[src/rtl/adc_capture_pkg.sv]
// adc_capture_pkg: shared widths, defaults and types for the ADC sample capture block
package adc_capture_pkg;
  localparam int ADC_DATA_W = 9;
  localparam int DEF_CONV_CYCLES = 16;
  localparam int DEF_LOG2_AVG = 2;
  typedef logic [ADC_DATA_W-1:0] adc_sample_t;
  function automatic int level_w(input int depth);
    return $clog2(depth) + 1;
  endfunction
endpackage

[src/rtl/adc_sample_fifo.sv]
// adc_sample_fifo: synchronous FIFO with a registered head word (no fall-through)
module adc_sample_fifo
  import adc_capture_pkg::*;
#(
  parameter int DEPTH = 8,
  parameter int WIDTH = ADC_DATA_W
) (
  input  logic                      clock,
  input  logic                      reset,
  input  logic                      i_push,
  input  logic [WIDTH-1:0]          i_data,
  input  logic                      i_pop,
  output logic                      o_full,
  output logic                      o_empty,
  output logic [level_w(DEPTH)-1:0] o_level,
  output logic [WIDTH-1:0]          o_head
);
  localparam int AW = $clog2(DEPTH);
  localparam int LW = level_w(DEPTH);
  logic [WIDTH-1:0] r_mem [DEPTH];
  logic [AW-1:0]    r_rd, r_wr;
  logic [LW-1:0]    r_level;
  logic [WIDTH-1:0] r_head;
  logic             w_pop, w_push;
  logic [AW-1:0]    w_rd_next;
  assign o_full    = r_level == LW'(DEPTH);
  assign o_empty   = r_level == '0;
  assign w_pop     = i_pop && !o_empty;
  assign w_push    = i_push && (!o_full || w_pop);
  assign w_rd_next = r_rd + 1'b1;
  assign o_level   = r_level;
  assign o_head    = r_head;
  // storage array, written at the tail on every accepted push
  always_ff @(posedge clock) begin
    if (w_push) r_mem[r_wr] <= i_data;
  end
  // pointers, level and head register; head always mirrors r_mem[r_rd]
  always_ff @(posedge clock) begin
    if (reset) begin
      r_rd    <= '0;
      r_wr    <= '0;
      r_level <= '0;
      r_head  <= '0;
    end else begin
      if (w_push) r_wr <= r_wr + 1'b1;
      if (w_pop) r_rd <= w_rd_next;
      r_level <= r_level + LW'(w_push) - LW'(w_pop);
      if (w_push && (o_empty || (w_pop && r_level == LW'(1)))) r_head <= i_data;
      else if (w_pop && r_level > LW'(1)) r_head <= r_mem[w_rd_next];
    end
  end
endmodule

[src/rtl/adc_sample_capture.sv]
// adc_sample_capture: ADC sample tick, box-car averager and result FIFO (option: ADC_SAMPLE_CAPTURE_SIGNED_EN)
module adc_sample_capture
  import adc_capture_pkg::*;
#(
  parameter int CONV_CYCLES = DEF_CONV_CYCLES,
  parameter int LOG2_AVG    = DEF_LOG2_AVG,
  parameter int FIFO_DEPTH  = 8,
  parameter int DATA_W      = ADC_DATA_W
) (
  input  logic                           clock,
  input  logic                           reset,
  input  logic                           enable,
  input  logic [DATA_W-1:0]              adc_data,
  input  logic                           clear_ovf,
  output logic                           out_valid,
  input  logic                           out_ready,
  output logic [DATA_W-1:0]              out_data,
  output logic [level_w(FIFO_DEPTH)-1:0] fifo_level,
  output logic                           overflow,
  output logic                           sample_tick
);
  localparam int CW = $clog2(CONV_CYCLES);
  localparam int AW = DATA_W + LOG2_AVG;
  localparam int NW = LOG2_AVG > 0 ? LOG2_AVG : 1;
  logic [CW-1:0]     r_tick_cnt;
  logic [AW-1:0]     r_acc;
  logic [NW-1:0]     r_cnt;
  logic              r_ovf;
  logic              w_tick, w_last, w_push, w_full, w_empty, w_drop;
  logic [AW-1:0]     w_sum;
  logic [DATA_W-1:0] w_avg, w_result;
  assign w_tick = enable && r_tick_cnt == CW'(CONV_CYCLES - 1);
  assign w_last = r_cnt == NW'((1 << LOG2_AVG) - 1);
  assign w_sum  = r_acc + AW'(adc_data);
  assign w_avg  = DATA_W'(w_sum >> LOG2_AVG);
`ifdef ADC_SAMPLE_CAPTURE_SIGNED_EN
  assign w_result = {~w_avg[DATA_W-1], w_avg[DATA_W-2:0]};
`else
  assign w_result = w_avg;
`endif
  assign w_push      = w_tick && w_last;
  assign w_drop      = w_push && w_full && !(out_valid && out_ready);
  assign out_valid   = !w_empty;
  assign overflow    = r_ovf;
  assign sample_tick = w_tick;
  // conversion-rate counter, parked at zero while capture is disabled
  always_ff @(posedge clock) begin
    if (reset || !enable) r_tick_cnt <= '0;
    else r_tick_cnt <= w_tick ? '0 : r_tick_cnt + 1'b1;
  end
  // window accumulator; a disable discards any partial window
  always_ff @(posedge clock) begin
    if (reset || !enable) begin
      r_acc <= '0;
      r_cnt <= '0;
    end else if (w_tick) begin
      r_acc <= w_last ? '0 : w_sum;
      r_cnt <= w_last ? '0 : r_cnt + 1'b1;
    end
  end
  // sticky drop flag; a drop in the same cycle as clear_ovf keeps it set
  always_ff @(posedge clock) begin
    r_ovf <= !reset && (w_drop || (r_ovf && !clear_ovf));
  end
  adc_sample_fifo #(
    .DEPTH(FIFO_DEPTH),
    .WIDTH(DATA_W)
  ) u_fifo (
    .clock  (clock),
    .reset  (reset),
    .i_push (w_push),
    .i_data (w_result),
    .i_pop  (out_ready),
    .o_full (w_full),
    .o_empty(w_empty),
    .o_level(fifo_level),
    .o_head (out_data)
  );
endmodule

[config.mk]
export PLATFORM = sky130hd
export DESIGN_NAME = adc_sample_capture
export DESIGN_NICKNAME = d
export VERILOG_FILES = /design/src/rtl/adc_capture_pkg.sv /design/src/rtl/adc_sample_fifo.sv /design/src/rtl/adc_sample_capture.sv
export SDC_FILE = /design/constraint.sdc
export NUM_CORES = 1
export LEC_CHECK = 0
export ABC_AREA = 1
export CORE_MARGIN = 10
export CORE_UTILIZATION = 54
export CTS_BUF_LIST = sky130_fd_sc_hd__clkbuf_16
export DETAILED_ROUTE_END_ITERATION = 6
export PLACE_DENSITY = 0.87
export SYNTH_ARGS = -nofsm -noshare
export SYNTH_HDL_FRONTEND = slang
export SYNTH_SLANG_ARGS = --single-unit
export TNS_END_PERCENT = 10
[constraint.sdc]
create_clock -name clock -period 2.25 [get_ports clock]
set_input_delay 0.225 -clock clock [delete_from_list [all_inputs] [get_ports clock]]
set_output_delay 0.225 -clock clock [all_outputs]
set_load 0.005 [all_outputs]
==> results of run 1 <==
## per-stage QoR
step	cells	cell area, sq um	power [uW]
2_1_floorplan	554	5111	3582
3_3_place_gp	718	5644	4146
6_report	734	5914	5654
5_1_grt	734	5914	5976
4_1_cts	734	5903	5636
3_5_place_dp	718	5644	4236
## path summary, 6_finish.rpt
path	endpoint	cells past startpoint	slack [ns]
worst max-delay path	u_fifo.o_level[2]	11	0.11
worst min register to register	r_tick_cnt[0]	1	0.46
worst max register to register	u_fifo.o_level[2]	11	0.11
worst min-delay path	r_tick_cnt[0]	1	0.46
## where the power goes
part / total, uW / internal [uW] / switching, uW
Combinational: 1900 / 752 / 1150
Sequential: 2350 / 2240 / 102
Clock: 1410 / 737 / 668
Total: 5650 / 3730 / 1920
## metal layers
layer	GRT usage (%)	up-vias	routed length [um]
met2	32.98	187	6235
met5	0	-	0
met4	9.390	0	410
met1	20.10	1870	4507
met3	3.772	42	940
li1	-	1940	-
## area by class of cell
cell class	instances	area share, %
flip-flops and latches	109	49.08
well taps	129	2.729
clock inverters	7	0.5712
clock buffers	9	3.808
inverters	66	4.189
repair buffers	49	7.447
multi-input cells	365	32.18
## cells in the final DEF (no fill, tap or decap), types with 3 or more instances in the layout
master / instances
sky130_fd_sc_hd__nand2_1: 115
sky130_fd_sc_hd__nor2_1: 73
sky130_fd_sc_hd__nand3_1: 50
sky130_fd_sc_hd__clkdlybuf4s50_1: 29
sky130_fd_sc_hd__clkbuf_16: 9
sky130_fd_sc_hd__nand4_1: 3
sky130_fd_sc_hd__nand2_2: 4
sky130_fd_sc_hd__o211ai_1: 9
sky130_fd_sc_hd__xnor2_1: 4
sky130_fd_sc_hd__buf_4: 20
sky130_fd_sc_hd__edfxtp_1: 72
sky130_fd_sc_hd__dfxtp_1: 37
sky130_fd_sc_hd__clkinv_1: 4
sky130_fd_sc_hd__nor3_1: 6
sky130_fd_sc_hd__a21oi_1: 21
sky130_fd_sc_hd__ha_1: 18
sky130_fd_sc_hd__o21ai_1: 18
sky130_fd_sc_hd__inv_1: 51
sky130_fd_sc_hd__nor2_4: 3
sky130_fd_sc_hd__o21ai_0: 21
sky130_fd_sc_hd__inv_2: 14
## worst reg2reg max path, stage by stage, from the launching register on
cell and delay, ns:
sky130_fd_sc_hd__dfxtp_1 0.32, sky130_fd_sc_hd__inv_1 0.11, sky130_fd_sc_hd__ha_2 0.23, sky130_fd_sc_hd__nand2_2 0.09
sky130_fd_sc_hd__nand2_4 0.12, sky130_fd_sc_hd__inv_2 0.08, sky130_fd_sc_hd__ha_1 0.27, sky130_fd_sc_hd__inv_1 0.04
sky130_fd_sc_hd__ha_1 0.20, sky130_fd_sc_hd__fa_1 0.39, sky130_fd_sc_hd__xnor2_1 0.15, sky130_fd_sc_hd__nor2_1 0.05
## cells by family (layout without fill, tap and decap cells)
logic type / count (synthesis) / in the layout / synth area share [%]
xor gates and xnor gates: 6 / 6 / 1.028
and+or+nand+nor: 263 / 263 / 22.50
AOI/OAI and AO/OA: 75 / 75 / 8.054
buffers and inverters: 80 / 131 / 6.193
adders and majority gates: 21 / 21 / 5.435
DFF: 109 / 109 / 56.79
## registers in the layout (all words and copies together) (netlist names)
signal and count:
overflow 1, r_acc 11, r_cnt 2, r_tick_cnt 4
u_fifo.o_head 9, u_fifo.o_level 4, u_fifo.r_mem 72, u_fifo.r_rd 3
u_fifo.r_wr 3
==> results by group, run 1 <==
Run status
  – Outcome: finished clean

STA
  – Worst hold slack: 0.4564 ns
  – Peak Freq: 0.4667 GHz
  – Headroom to the max-slew limit: 60.90%
  – Final Hold Fails: 0
  – Worst Slack Setup Final: 0.1075 ns
  – Total setup violations reported at the end of the flow: 0
  – Pin slew with the least headroom to its limit: 0.5857 ns
  – Period Utilization, post-route: 95.22%
  – Time the final worst path needs with I/O delays and setup: 2.143 ns
  – Worst clock skew: between 0.01 and 0.015 ns
  – Count of pins over their slew limit: 0
  – Final setup TNS: 0 ns

Setup path
  – Worst Path Required: ~2.5 ns
  – Capturing element type of the critical path: register
  – Cell type group with the largest total delay on the critical path: adder cells
  – Count of buffer and inverter cells on the critical path: 3
  – Reg-to-Reg Start: u_fifo.o_level[2]
  – Nature of the critical path startpoint: register
  – Largest driver fanout on the critical path: 6
  – Worst Path Arrival: 2.38 ns
  – Timing startpoint of the critical path: u_fifo.o_level[2]
  – Master of the slowest instance on the critical path: sky130_fd_sc_hd__fa_1
  – Largest incremental delay on the critical path: between 0.3 and 0.4 ns
  – Startpoint-to-endpoint class of the critical path: reg -> reg
  – Worst-path cell chain: inv_1 -> ha_2 -> nand2_2 -> nand2_4 -> inv_2 -> ha_1 -> inv_1 -> ha_1 -> fa_1 -> xnor2_1 -> nor2_1

Yosys
  – Biggest area consumer among synthesized cells: sky130_fd_sc_hd__edfxtp_1
  – Share of the synthesized area in the top cell type: 42.30%
  – Number of warning messages in the yosys log: 0
  – Number of enable-type register cells in the synthesized netlist: 72
  – Share of flip-flops with an asynchronous set or reset after synthesis: 0%
  – Top_reg_cell synth: sky130_fd_sc_hd__edfxtp_1
  – Net Count, Synth: between 500 and 600
  – Synthesized area: just over 0.005 sq mm
  – Mean cell area of the mapped netlist: roughly 9.2 sq um
  – Yosys cell types: 34
  – Register bit count reported by yosys: about 110
  – Count of mapped cells out of synthesis: 554
  – Commonest cells in the synthesized netlist: sky130_fd_sc_hd__nand2_1 (115), sky130_fd_sc_hd__nor2_1 (73), sky130_fd_sc_hd__edfxtp_1 (72), sky130_fd_sc_hd__nand3_1 (50), sky130_fd_sc_hd__inv_1 (49)
  – Most instantiated library cell after synthesis: sky130_fd_sc_hd__nand2_1
  – Cell types occupying the most area after synthesis: sky130_fd_sc_hd__edfxtp_1 (42%), sky130_fd_sc_hd__dfxtp_1 (14%), sky130_fd_sc_hd__nand2_1 (8.4%)
  – Sequential area share after synthesis: between 50% and 60%

Global route
  – First-pass GRT wire length: between 15 and 20 mm
  – Number of global-route vias before repair: 4170
  – Tot GR Track Use: 18.39%
  – Maximum number of pins on one net before global-route repair: 37
  – Initial antenna violation count: 0
  – Overall overflow remaining after global route: 0

Detailed routing
  – Wire length reported by the detailed router: 12.09 mm
  – Number of iterations in the first detailed-routing pass: 6
  – Vias per cell: 5.503
  – Initial DRC Count: 351
  – Detail-routed net length per standard cell: about 16 um
  – Number of antenna-violating nets in the routed design: 0
  – Via count of the routed design: roughly 4000
  – Final routed DRC violation total: 0

Floorplan
  – Initial cell density of the core: 55.31%
  – Die height: 117.3 um
  – Die Span X: 117.3 um
  – Floorplan Core Area: roughly 0.0092 sq mm
  – Count of standard-cell rows: 35
  – Ports placed on the boundary: 30
  – Area of the die: 0.01376 sq mm

Cells and area
  – Share of cells above drive strength 1: 9.917%
  – Number of fill cells: roughly 690
  – Total area of sequential cells: 0.002903 sq mm
  – Area grow syn2layout: 15.72%
  – Nets@finish: 635
  – Final antenna diode count: 0
  – Multi-input combinational cell area: approximately 0.0019 sq mm
  – Share of the core filled with cells in the final layout: roughly 64%

CTS
  – TritonCTS buffer count: 9
  – Clk pin slew, worst setup/hold paths: 0.07 ns
  – Worst-skew pair later-pin latency: between 0.3 and 0.4 ns
  – Hold-fix buffers at CTS: 0
  – TritonCTS clock tree: built
  – Count of cells resized by post-cts repair: 0
  – CTS root buf: sky130_fd_sc_hd__clkbuf_16
  – Number of sinks handled by clock tree synthesis: 109
  – Count of H-tree levels built during CTS: 3
  – Post-CTS setup buffer count: 0
  – Maximum buffer depth of the clock tree: 2

Worst hold path
  – Hold wc startpoint: r_tick_cnt[0]
  – Worst hold-check path type: reg -> reg

Placement
  – Worst setup timing slack at the placement stage: -0.006699 ns
  – IO buf count: 29
  – Placer congestion estimate: 0.8576
  – Placed wire-length estimate after detailed placement: 8.360 mm

Pwr
  – Leakage power: 0.002441 uW
  – Maximum vdd drop: 0.6142 mV
  – P per Cell Area: 956.0 mW/mm^2

Run
  – Count of max-cap constraint violations: 0
Power figures use the tool's default switching activity.
==> run 2, diff against run 1 <==
--- a/config.mk
+++ b/config.mk
@@ -7,10 +7,10 @@
 export LEC_CHECK = 0
 export ABC_AREA = 1
 export CORE_MARGIN = 10
-export CORE_UTILIZATION = 54
+export CORE_UTILIZATION = 59
 export CTS_BUF_LIST = sky130_fd_sc_hd__clkbuf_16
 export DETAILED_ROUTE_END_ITERATION = 6
-export PLACE_DENSITY = 0.87
+export PLACE_DENSITY = 0.9
 export SYNTH_ARGS = -nofsm -noshare
 export SYNTH_HDL_FRONTEND = slang
 export SYNTH_SLANG_ARGS = --single-unit
==> constraint.sdc (replaced) <==
create_clock -name clock -period 2.15 [get_ports clock]
set_input_delay 0.215 -clock clock [delete_from_list [all_inputs] [get_ports clock]]
set_output_delay 0.215 -clock clock [all_outputs]
set_load 0.005 [all_outputs]
==> run 2 against run 1 <==
  * Clock power up 29%
  * Die area down 7.1%
  * Non-clock buffer count up 7
  * Register-to-register slack worse by 0.04 ns
  * Critical endpoint unchanged
==> results by group, run 2 (synthesis results as in run 1) <==
Setup path
  – Nature of the critical path startpoint: register
  – Master of the slowest instance on the critical path: sky130_fd_sc_hd__fa_2
  – Count of buffer and inverter cells on the critical path: 3
  – Largest incremental delay on the critical path: around 0.36 ns
  – Worst Path Arrival: between 2 and 2.5 ns
  – Reg-to-Reg Start: u_fifo.o_level[3]
  – Reg2reg end: u_fifo.o_level[2]
  – Largest driver fanout on the critical path: 5
  – Worst setup slack for register-to-register paths: 0.07 ns
  – Worst Path Required: roughly 2.4 ns
  – Cell count of the worst reg-to-reg path: 11
  – Cell type group with the largest total delay on the critical path: adder cells
  – Capturing element type of the critical path: register
  – Startpoint-to-endpoint class of the critical path: reg -> reg
  – Worst-path cell chain: inv_1 -> ha_4 -> nand2_2 -> nand2_4 -> inv_2 -> ha_1 -> inv_1 -> ha_1 -> fa_2 -> xnor2_1 -> nor2_1

Worst hold path
  – Min-Delay Path Depth: 1
  – Hold wc startpoint: r_tick_cnt[0]
  – Worst hold-check path type: reg -> reg
  – Hold path endpoint: r_tick_cnt[0]

Cells and area
  – Most frequent cells in the layout: sky130_fd_sc_hd__nand2_1 (115), sky130_fd_sc_hd__nor2_1 (73), sky130_fd_sc_hd__edfxtp_1 (72)
  – Number of fill cells: 553
  – Commonest non-fill, non-tap cell in the layout: sky130_fd_sc_hd__nand2_1
  – Largest Register: u_fifo.r_mem
  – Area grow syn2layout: 17.85%
  – Nets@finish: 642
  – Share of the core filled with cells in the final layout: 72.22%
  – Number of flip-flops in the largest register: 72
  – Share of cells above drive strength 1: 11.93%
  – Post-route cell area: around 0.006 sq mm
  – Final antenna diode count: 0

Detailed routing
  – Routed length on met3: 937 um
  – Detailed route wirelength on metal2: 6.700 mm
  – Number of iterations in the first detailed-routing pass: 6
  – Via count of the routed design: 4084
  – Wire length on met1: 4.735 mm
  – Final routed DRC violation total: 0
  – Initial DRC Count: around 470
  – Highest metal layer with signal wires: met4
  – Vias per cell: around 5.7
  – Wire length reported by the detailed router: 12.75 mm
  – Detail-routed net length per standard cell: 17.78 um
  – Number of antenna-violating nets in the routed design: 0

Placement
  – IO buf count: 29
  – Placed wire-length estimate after detailed placement: 8.552 mm
  – Placement Cell Area: 0.005667 sq mm
  – Placer congestion estimate: 0.8505
  – Worst setup timing slack at the placement stage: -0.1258 ns

Pwr
  – Maximum vdd drop: around 0.58 mV
  – Leakage power: around 0.0025 uW
  – P per Cell Area: 1059 mW/mm^2

STA
  – Unrepaired setup endpoints after global routing: true
  – Period Utilization, post-route: 96.88%
  – Worst Slack Setup Final: 0.06705 ns
  – Peak Freq: 0.4801 GHz
  – Worst hold slack: 0.4512 ns
  – Final Hold Fails: 0
  – Headroom to the max-slew limit: 60.77%
  – Total setup violations reported at the end of the flow: 0
  – Count of pins over their slew limit: 0
  – Time the final worst path needs with I/O delays and setup: between 2 and 2.5 ns
  – Worst clock skew: 0.007422 ns
  – Pin slew with the least headroom to its limit: 0.5876 ns

CTS
  – Maximum buffer depth of the clock tree: 2
  – TritonCTS clock tree: built
  – Number of sinks handled by clock tree synthesis: 109
  – Post-CTS setup buffer count: 0
  – Count of H-tree levels built during CTS: 3
  – Clk pin slew, worst setup/hold paths: 0.07 ns
  – CTS root buf: sky130_fd_sc_hd__clkbuf_16
  – Worst-skew pair later-pin latency: 0.36 ns
  – TritonCTS buffer count: 9

Floorplan
  – Area of the die: 0.01279 sq mm
  – Initial cell density of the core: 61.28%
  – Ports placed on the boundary: 30
  – Die height: between 100 and 150 um
  – Count of standard-cell rows: 33
  – Die Span X: 113.1 um
  – Floorplan Core Area: 0.008341 sq mm

Run status
  – Outcome: finished clean

Global route
  – Maximum number of pins on one net before global-route repair: 37
  – Overall overflow remaining after global route: 0
  – Initial antenna violation count: 0
  – Number of global-route vias before repair: 4162
  – First-pass GRT wire length: 20.33 mm
  – Tot GR Track Use: 19.77%

Run
  – Count of max-cap constraint violations: 0
-- run 2: worst max-delay path by stage --
stage,from,endpoint,slack [ns],depth (start not counted)
after detailed placement,adc_data[0],u_fifo.o_head[4],-0.13,13
after global placement,adc_data[0],u_fifo.o_head[4],-0.03,13
after global routing,u_fifo.o_level[3],u_fifo.o_level[2],-0.04,11
after floorplan,u_fifo.o_level[2],u_fifo.r_mem[0][0],-0.08,9
final,u_fifo.o_level[3],u_fifo.o_level[2],0.07,11
after CTS,u_fifo.o_level[2],u_fifo.o_level[2],0.002,11
-- run 2: per-stage QoR --
stage / setup TNS (ns) / instances / total power [uW]
floorplan: -4.162 / 554 / 3748
global placement: -0.02704 / 701 / 4348
detailed placement: -1.148 / 701 / 4464
CTS: 0 / 717 / 6292
global route: -0.1023 / 717 / 6678
finish: 0 / 717 / 6380
-- run 2: cell type report --
| class | count | area (sq um) | area share, % |
|---|---|---|---|
| sequential | 109 | 2905 | 48.23 |
| multi-input combinational | 365 | 1916 | 31.80 |
| timing repair buffer | 56 | 493.0 | 8.184 |
| inverter | 66 | 247.7 | 4.113 |
| clock buffer | 9 | 225.2 | 3.739 |
| tap | 105 | 131.4 | 2.181 |
| clock inverter | 7 | 105.1 | 1.745 |
-- run 2: worst reg2reg max path: stages, from the launching register on --
cell and delay, ns:
sky130_fd_sc_hd__dfxtp_2 0.34, sky130_fd_sc_hd__inv_1 0.11, sky130_fd_sc_hd__ha_4 0.16, sky130_fd_sc_hd__nand2_2 0.09, sky130_fd_sc_hd__nand2_4 0.10, sky130_fd_sc_hd__inv_2 0.06
sky130_fd_sc_hd__ha_1 0.27, sky130_fd_sc_hd__inv_1 0.04, sky130_fd_sc_hd__ha_1 0.20, sky130_fd_sc_hd__fa_2 0.36, sky130_fd_sc_hd__xnor2_1 0.18, sky130_fd_sc_hd__nor2_1 0.06
-- run 2: where the power goes --
part / internal, uW / switching [uW] / leakage [uW] / total, uW
logic: 824 / 1270 / 0.00135 / 2100
clock network: 1040 / 777 / 0.000159 / 1820
registers: 2350 / 118 / 0.000980 / 2470
-- run 2: layer usage --
metal  GRT usage [%]  up-vias
met5               0        -
met4           9.729        0
met3           4.966       38
met2           35.10      207
met1           21.40     1887
li1                -     1952
-- run 2: repair_timing --
item	4_1_cts	5_1_grt
hold buffers	0	0
hold endpoints to repair	0	0
resized for setup	2	6
endpoints found under the setup margin	1	44
==> run 3, diff against run 2 <==
--- a/config.mk
+++ b/config.mk
@@ -7,10 +7,11 @@
 export LEC_CHECK = 0
 export ABC_AREA = 1
 export CORE_MARGIN = 10
-export CORE_UTILIZATION = 59
+export CORE_UTILIZATION = 60
 export CTS_BUF_LIST = sky130_fd_sc_hd__clkbuf_16
 export DETAILED_ROUTE_END_ITERATION = 6
-export PLACE_DENSITY = 0.9
+export HOLD_SLACK_MARGIN = 0.02
+export PLACE_DENSITY = 0.91
 export SYNTH_ARGS = -nofsm -noshare
 export SYNTH_HDL_FRONTEND = slang
 export SYNTH_SLANG_ARGS = --single-unit
==> constraint.sdc (replaced) <==
create_clock -name clock -period 2.45 [get_ports clock]
set_input_delay 0.245 -clock clock [delete_from_list [all_inputs] [get_ports clock]]
set_output_delay 0.245 -clock clock [all_outputs]
set_load 0.005 [all_outputs]
==> run 3 against run 2 <==
  * Hold slack improved by 0.013 ns
  * Fmax fell by 6.8%
  * Worst setup slack improved by 0.15 ns
  * Sequential power fell by 13%
  * Final area fell by 2.8%
  * Sequential share of layout area rose by 1.3 points
==> results by group, run 3 (synthesis results as in run 1) <==
Cells and area
  – Area grow syn2layout: 14.57%
  – Nets@finish: 629
  – Number of fill cells: 582
  – Number of flip-flops in the largest register: 72
  – Final antenna diode count: 0
  – Share of cells above drive strength 1: 8.848%
  – Most frequent cells in the layout: sky130_fd_sc_hd__nand2_1 (115), sky130_fd_sc_hd__nor2_1 (73), sky130_fd_sc_hd__edfxtp_1 (72)
  – Share of the core filled with cells in the final layout: between 70% and 80%
  – Largest Register: u_fifo.r_mem
  – Commonest non-fill, non-tap cell in the layout: sky130_fd_sc_hd__nand2_1

Detailed routing
  – Detail-routed net length per standard cell: 17.51 um
  – Vias per cell: 5.757
  – Final routed DRC violation total: 0
  – Number of iterations in the first detailed-routing pass: 5
  – Number of antenna-violating nets in the routed design: 0
  – Via count of the routed design: ~4100
  – Initial DRC Count: 336
  – Wire length reported by the detailed router: ~12 mm

Setup path
  – Reg-to-Reg Start: u_fifo.o_level[2]
  – Worst setup slack for register-to-register paths: 0.22 ns
  – Largest driver fanout on the critical path: 6
  – Timing startpoint of the critical path: u_fifo.o_level[2]
  – Reg2reg end: u_fifo.o_level[2]
  – Capturing element type of the critical path: register
  – Last element of the critical path: u_fifo.o_level[2]
  – Cell count of the worst reg-to-reg path: 10
  – Worst Path Arrival: 2.47 ns
  – Startpoint-to-endpoint class of the critical path: reg -> reg
  – Worst Path Required: 2.69 ns
  – Nature of the critical path startpoint: register

STA
  – Peak Freq: 0.4477 GHz
  – Pin slew with the least headroom to its limit: 0.7215 ns
  – Final Hold Fails: 0
  – Headroom to the max-slew limit: 51.56%
  – Time the final worst path needs with I/O delays and setup: around 2.2 ns
  – Total setup violations reported at the end of the flow: 0
  – Final setup TNS: 0 ns
  – Worst hold slack: ~0.46 ns
  – Worst clock skew: 0.007278 ns
  – Count of pins over their slew limit: 0
  – Period Utilization, post-route: between 90% and 100%
  – Unrepaired setup endpoints after global routing: false

CTS
  – Post-CTS setup buffer count: 0
  – Maximum buffer depth of the clock tree: 2
  – TritonCTS buffer count: 9
  – Clk pin slew, worst setup/hold paths: 0.07 ns
  – Count of cells resized by post-cts repair: 0
  – Number of sinks handled by clock tree synthesis: ~110
  – TritonCTS clock tree: built
  – Count of H-tree levels built during CTS: 3
  – Worst-skew pair later-pin latency: 0.34 ns
  – CTS root buf: sky130_fd_sc_hd__clkbuf_16
  – Hold-fix buffers at CTS: 0

Floorplan
  – Die height: 112.3 um
  – Count of standard-cell rows: 33
  – Die Span X: 112.3 um
  – Area of the die: 0.01261 sq mm
  – Floorplan Core Area: 0.008258 sq mm
  – Initial cell density of the core: 61.89%
  – Ports placed on the boundary: 30

Pwr
  – Total Power Consumption: 5246 uW
  – Share of power burned in combinational logic: 32.5%
  – Switch share: between 30% and 40%
  – Part of the total power dissipated in sequential elements: 41.1%
  – P per Cell Area: roughly 900 mW/mm^2
  – Internal cell power: 3465 uW
  – Maximum vdd drop: roughly 0.55 mV
  – Switching pwr: 1780 uW
  – Clk pwr share: 26.4%
  – Leakage power: 0.002412 uW

Global route
  – Initial antenna violation count: 0
  – Maximum number of pins on one net before global-route repair: 37
  – Number of global-route vias before repair: 4002
  – Overall overflow remaining after global route: 0
  – First-pass GRT wire length: 19.60 mm
  – Tot GR Track Use: 19.16%

Placement
  – IO buf count: 29
  – Placed wire-length estimate after detailed placement: 8.594 mm
  – Placer congestion estimate: slightly above 0.9

Run status
  – Outcome: finished clean

Worst hold path
  – Worst hold-check path type: reg -> reg
  – Min-Delay Path Depth: 1

Run
  – Count of max-cap constraint violations: 0
[run 3: per-stage QoR]
stage	cells	instance area, sq um	setup slack, ns
floorplan	554	5111	0.2211
global placement	688	5569	0.2009
detailed placement	688	5569	0.07486
CTS	704	5856	0.2424
global route	704	5856	0.08172
finish	704	5856	0.2161
[run 3: power by group through the flow]
stage	registers [uW]	clock network, uW	logic [uW]
finish	2160	1380	1700
global route	2170	1460	1890
CTS	2160	1390	1710
detailed placement	2190	0	1690
global placement	2190	0	1590
floorplan	2170	0	1120
[run 3: cell type report]
type	count	area, sq um	share of cell area (%)
Sequential cell	109	2903	49.57
Multi-Input combinational cell	365	1892	32.31
Timing Repair Buffer	43	395.4	6.752
Clock buffer	10	250.2	4.274
Inverter	66	247.7	4.231
Tap cell	105	131.4	2.244
Clock inverter	6	36.28	0.6197
[run 3: worst min-delay path by stage]
| stage | to | from | slack [ns] |
|---|---|---|---|
| global route | r_acc[5] | r_acc[5] | 0.50 |
| CTS | r_tick_cnt[0] | r_tick_cnt[0] | 0.46 |
| detailed placement | r_tick_cnt[0] | r_tick_cnt[0] | 0.45 |
| finish | r_tick_cnt[0] | r_tick_cnt[0] | 0.46 |
| floorplan | overflow | clear_ovf | 0.41 |
| global placement | r_tick_cnt[0] | r_tick_cnt[0] | 0.43 |
[run 3: critical path, stage by stage, from the launching register on]
cell and delay [ns]:
sky130_fd_sc_hd__dfxtp_1 0.32, sky130_fd_sc_hd__inv_1 0.10, sky130_fd_sc_hd__ha_1 0.15, sky130_fd_sc_hd__nor3b_1 0.36, sky130_fd_sc_hd__nand2_2 0.14, sky130_fd_sc_hd__nand2_2 0.15
sky130_fd_sc_hd__inv_2 0.07, sky130_fd_sc_hd__ha_1 0.23, sky130_fd_sc_hd__fa_1 0.40, sky130_fd_sc_hd__xnor2_1 0.17, sky130_fd_sc_hd__nor2_1 0.05
[run 3: routing by layer]
layer,vias up,wire (um),global-route usage [%]
met1,1904,4731,21.87
met3,30,861,3.674
met4,0,320,8.376
li1,1927,-,-
met5,-,0,0
met2,192,6412,34.03
